File: config.mk
export PLATFORM = sky130hd
export DESIGN_NAME = booth_mult_arbiter
export DESIGN_NICKNAME = d
export VERILOG_FILES = /design/src/rtl/booth_mult_arbiter.sv
export SDC_FILE = /design/constraint.sdc
export NUM_CORES = 1
export LEC_CHECK = 0
export BUFFER_PORTS_ARGS = -buffer_cell sky130_fd_sc_hd__buf_2
export CORE_MARGIN = 5
export CORE_UTILIZATION = 40
export CTS_CLUSTER_DIAMETER = 150
export DETAILED_ROUTE_END_ITERATION = 8
export PLACE_DENSITY = 0.68
export SYNTH_ARGS = -nofsm -noshare
export SYNTH_HDL_FRONTEND = slang
export SYNTH_SLANG_ARGS = --single-unit
File: constraint.sdc
create_clock -name clk -period 2.11 [get_ports clk]
set_input_delay 0.211 -clock clk [delete_from_list [all_inputs] [get_ports clk]]
set_output_delay 0.211 -clock clk [all_outputs]
set_load 0.02 [all_outputs]
File: src/rtl/booth_mult_arbiter.sv
// booth_mult_arbiter: round-robin front end that shares one sequential signed Booth
// multiplier among NREQ requesters, with an abort if the multiplier never reports done.
//
// state | meaning
// IDLE  | no transaction in flight; round-robin search, grant on a pending request
// ISSUE | operands latched; one-cycle mul_start
// WAIT  | waiting for mul_done; down-counter aborts at terminal count
// RESP  | product (or timeout error) held for the owner until its rsp_ready
module booth_mult_arbiter #(
   parameter int NREQ     = 2,
   parameter int W        = 4,
   parameter int MAX_WAIT = 31
) (
   input  logic              clk,
   input  logic              rst,
   input  logic [NREQ-1:0]   req_valid,
   input  logic [NREQ*W-1:0] req_a,
   input  logic [NREQ*W-1:0] req_b,
   output logic [NREQ-1:0]   req_ready,
   output logic [NREQ-1:0]   rsp_valid,
   input  logic [NREQ-1:0]   rsp_ready,
   output logic [2*W-1:0]    rsp_prod,
   output logic              rsp_err,
   output logic              mul_start,
   output logic [W-1:0]      mul_a,
   output logic [W-1:0]      mul_b,
   input  logic              mul_done,
   input  logic [2*W-1:0]    mul_prod,
   output logic              busy
);

   localparam int IW  = (NREQ > 1) ? $clog2(NREQ) : 1;
   localparam int IW1 = IW + 1;
   localparam int CW  = $clog2(MAX_WAIT + 1);

   typedef enum logic [1:0] {
      IDLE  = 2'd0,
      ISSUE = 2'd1,
      WAIT  = 2'd2,
      RESP  = 2'd3
   } state_t;

   state_t          state;
   state_t          state_nxt;
   logic [IW-1:0]   rr_ptr;
   logic [IW-1:0]   owner;
   logic [IW-1:0]   owner_inc;
   logic [IW-1:0]   sel_idx;
   logic            sel_found;
   logic [IW1-1:0]  cand;
   logic [CW-1:0]   wait_cnt;
   logic            grant;
   logic            capture;
   logic            timeout;
   logic            rsp_hs;

   // Walk downward so the last hit written is the closest one at or after rr_ptr.
   always_comb begin
      sel_found = 1'b0;
      sel_idx   = '0;
      cand      = '0;
      for (int k = NREQ - 1; k >= 0; k--) begin
         cand = {1'b0, rr_ptr} + IW1'(k);
         if (cand >= IW1'(NREQ)) begin
            cand = cand - IW1'(NREQ);
         end
         if (req_valid[cand[IW-1:0]]) begin
            sel_found = 1'b1;
            sel_idx   = cand[IW-1:0];
         end
      end
   end

   assign owner_inc = (owner == IW'(NREQ - 1)) ? '0 : owner + 1'b1;

   always_ff @(posedge clk or posedge rst) begin
      if (rst) begin
         state <= IDLE;
      end else begin
         state <= state_nxt;
      end
   end

   always_comb begin
      state_nxt = state;
      grant     = 1'b0;
      capture   = 1'b0;
      timeout   = 1'b0;
      rsp_hs    = 1'b0;
      mul_start = 1'b0;
      busy      = (state != IDLE);
      case (state)
         IDLE: begin
            if (sel_found) begin
               grant     = 1'b1;
               state_nxt = ISSUE;
            end
         end
         ISSUE: begin
            mul_start = 1'b1;
            state_nxt = WAIT;
         end
         WAIT: begin
            // A done arriving on the terminal-count cycle still wins over the abort.
            if (mul_done) begin
               capture   = 1'b1;
               state_nxt = RESP;
            end else if (wait_cnt == '0) begin
               timeout   = 1'b1;
               state_nxt = RESP;
            end
         end
         RESP: begin
            if (rsp_ready[owner]) begin
               rsp_hs    = 1'b1;
               state_nxt = IDLE;
            end
         end
         default: state_nxt = IDLE;
      endcase
   end

   always_ff @(posedge clk or posedge rst) begin
      if (rst) begin
         rr_ptr    <= '0;
         owner     <= '0;
         req_ready <= '0;
         rsp_valid <= '0;
         rsp_prod  <= '0;
         rsp_err   <= 1'b0;
         mul_a     <= '0;
         mul_b     <= '0;
         wait_cnt  <= '0;
      end else begin
         req_ready <= '0;
         if (grant) begin
            req_ready[sel_idx] <= 1'b1;
            owner              <= sel_idx;
            mul_a              <= req_a[sel_idx*W +: W];
            mul_b              <= req_b[sel_idx*W +: W];
         end

         // WAIT lasts MAX_WAIT cycles: loaded with MAX_WAIT-1, aborts on the cycle it reads zero.
         if (state == ISSUE) begin
            wait_cnt <= CW'(MAX_WAIT - 1);
         end else if (state == WAIT && wait_cnt != '0) begin
            wait_cnt <= wait_cnt - 1'b1;
         end

         if (capture) begin
            rsp_prod         <= mul_prod;
            rsp_err          <= 1'b0;
            rsp_valid[owner] <= 1'b1;
         end else if (timeout) begin
            rsp_prod         <= '0;
            rsp_err          <= 1'b1;
            rsp_valid[owner] <= 1'b1;
         end

         if (rsp_hs) begin
            rsp_valid <= '0;
            rsp_err   <= 1'b0;
            rr_ptr    <= owner_inc;
         end
      end
   end

endmodule

==> run summary <==
Outcome: completed
Startpoint Class: register
Skew final: 0.00422 ns
Setup violations, final: 0
TritonCTS buffer count: 5
Most used cell, CP: inv_1
DP HPWL: 2.36 mm
DR pass1 iterations: 5
Dominant synthesized flop cell: dfrtp_1
Fin. max-slew vios: 0
Asr flop ratio synth: 100%
Final Wtd Congestion: 0.810
Max Buffers Root-to-Sink: 2
Least-Margin Pin Slew: 0.602 ns
Critical Path Sink Type: register
Pre-CTS worst setup slack: 0.357 ns
Row cnt: 20
Post-synthesis cell count: 112
R2r worst-path depth: 6
Cell Area, Synth: 1330 um^2
Max-cap viol count: 0
Crit. Startpoint: state[0]
Initial Utilization: 42.7%
TritonCTS clock tree: built
Max VDD drop: 775 uV
Crit Path Category: reg2reg
Total track usage: 15.0%
Largest cells by area after synthesis: dfrtp_1 57%, a222oi_1 6.0%, ha_1 5.7%
Htree depth: 2
Hold Path Class: in2reg
Worst-path fanout max: 4
Initial antenna violation count: 0
Tcrit/Tclk final: 83.0%
Vias/cell: 4.99
RSZ-0062 raised after global routing: no
Area growth syn-to-layout: 31.4%
#FFs+latches synth: 30
Setup TNS Final: 0 ns
Largest net degree at the start of global routing: 31
Count leader, synth: dfrtp_1
Achievable Freq: 571 MHz
Endpoints failing hold: 0
Routed via count: 1087
FF-to-FF End: state[1]
Area share of xor/xnor cells in the synthesized design: 0.661%
Root Buffer: clkbuf_4
I/O pins: 54
Routed WL per cell: 14.0 um
Simple logic cell fraction of the synthesized area: 8.40%
Total grt overflow: 0
Synth Area in Compound Gates: 20.4%
IO buf count: 53
Residual DRC: 0
CP Cell Sequence: inv_1 > ha_1 > inv_1 > o32a_1 > o21ai_2 > mux2_2
Hold path start: req_a[7]
Slowest CP cell: dfrtp_1
Synth Area in Adders: 5.67%
FF-to-FF setup slack: 0.36 ns
Slowest stage delay, CP: 0.41 ns
Layout cells sized above 1: 40.8%
Die Ht: 67.6 um
Die W: 67.6 um
Post_cts resized: 0
Worst-Skew Late Latency: 0.32 ns
Post-Synthesis Mean Instance Area: 11.8 um^2
Largest family of logic cells by synthesized area: compound AO/OA/AOI/OAI gates
Post-synth EDFFs: 0
Sequential area share after synthesis: 56.7%
N_diodes: 0
Max_slew headroom: 59.6%
Post-route setup slack: 0.359 ns
First-pass GRT wire length: 4.98 mm
Pwr Density: 1520 nW/um^2
Hold Path Depth: 3
Synth Warn #: 0
Share of the synthesized area in the top cell type: 56.7%
Worst-path clk slew: 0.08 ns
Number of global-route vias before repair: 1109
Hold endpoint: mul_a[3]
Pleak: 0.924 nW
Post-layout min period: 1.75 ns
Req. time, crit path: 2.32 ns
Worst Path Arrival: 1.96 ns
Post-route ant nets: 0
Commonest cells in the netlist: 30 x dfrtp_1, 18 x inv_1, 8 x a222oi_1, 8 x a22o_1, 7 x nor2_1
Clock sink count: 30
Synth cell types: 32
Synth area leader: dfrtp_1
Drt initial violations: 62
Hold_ws: 0.0945 ns
Mux cell area share after synthesis: 2.46%
Worst r2r src: state[0]
Syn Nets: 149
Core Util, Final: 56.1%
Core ar.: 3100 um^2
Routed Wire Length: 3.05 mm
Die Area: 4560 um^2
# nets final: 210
[metrics by stage]
step                      area, um^2  total power [W]  std cells
after floorplan                 1330          0.00186        112
after global placement          1650          0.00220        209
after detailed placement        1650          0.00226        209
after CTS                       1740          0.00269        218
after global routing            1740          0.00286        218
final                           1740          0.00264        218
[report_power, final]
part	internal (W)	leakage, nW	total, W	switching [W]
registers	0.000829	0.360	0.000987	0.000158
clock network	0.000228	0.0446	0.000412	0.000184
logic	0.000521	0.519	0.00124	0.000724
total	0.00158	0.924	0.00264	0.00107
[cell usage in the layout, fill, tap and decap left out, drive strengths merged, types with 2 or more instances in the layout]
master | synthesis | routed
buf | 1 | 55
dfrtp | 30 | 30
inv | 18 | 18
a222oi | 8 | 8
a22o | 8 | 8
clkbuf | 1 | 8
nor2 | 7 | 7
ha | 6 | 6
nand2 | 5 | 5
o21ai | 4 | 4
a21oi | 3 | 3
mux2 | 2 | 2
o21a | 2 | 2
a21o | 2 | 2
[worst max-delay path: cells and delay by family, from the launching register on]
family / cells / cell delay [ns]
multiplexers: 1 / 0.34
AO/OA/AOI/OAI: 2 / 0.47
adder cells (fa/ha/maj): 1 / 0.22
flip-flops: 1 / 0.41
buffers and inverters: 2 / 0.20
[repair_timing]
item | CTS | global route
buffers inserted | 0 | 0
hold buffers | 1 | 0
hold endpoints to repair | 30 | 0
[cell type report]
type                    instances  area [um^2]
fillers                       280         1360
clock buffers                   8         78.8
multi-input cells              62          498
repair buffers                 56          290
inverters                      18         67.6
flip-flops and latches         30          751
well taps                      44         55.1
[sequential cells by signal, indices dropped and copies added, names as in the netlist]
register and count:
mul_b 4, rsp_err 1, req_ready 2, state 2
rr_ptr 1, rsp_prod 8, rsp_valid 2, wait_cnt 5
mul_a 4, owner 1
[worst max-delay path by stage]
stage / slack, ns / endpoint / depth (start not counted)
floorplan: 0.40 / state[1] / 6
global placement: 0.46 / state[1] / 6
detailed placement: 0.36 / state[1] / 6
CTS: 0.34 / state[1] / 6
global route: 0.26 / state[1] / 6
finish: 0.36 / state[1] / 6
[per-layer routing]
layer	part of all wire, %	routed length [um]	track usage [%]	up-vias
met4	2.1	65	8.35	0
met2	50	1520	24.5	37
met1	40	1230	16.9	524
met5	0	0	0	-
met3	7.7	236	5.32	5
li1	-	-	-	521
[cells by family after synthesis]
group / count (synthesis)
AO/OA/AOI/OAI: 32
flip-flops: 30
buffers and inverters: 20
AND/OR/NAND/NOR: 20
adder cells (fa/ha/maj): 6
multiplexers: 3
XOR/XNOR: 1
Note: power is estimated with default switching activity, not from simulation.
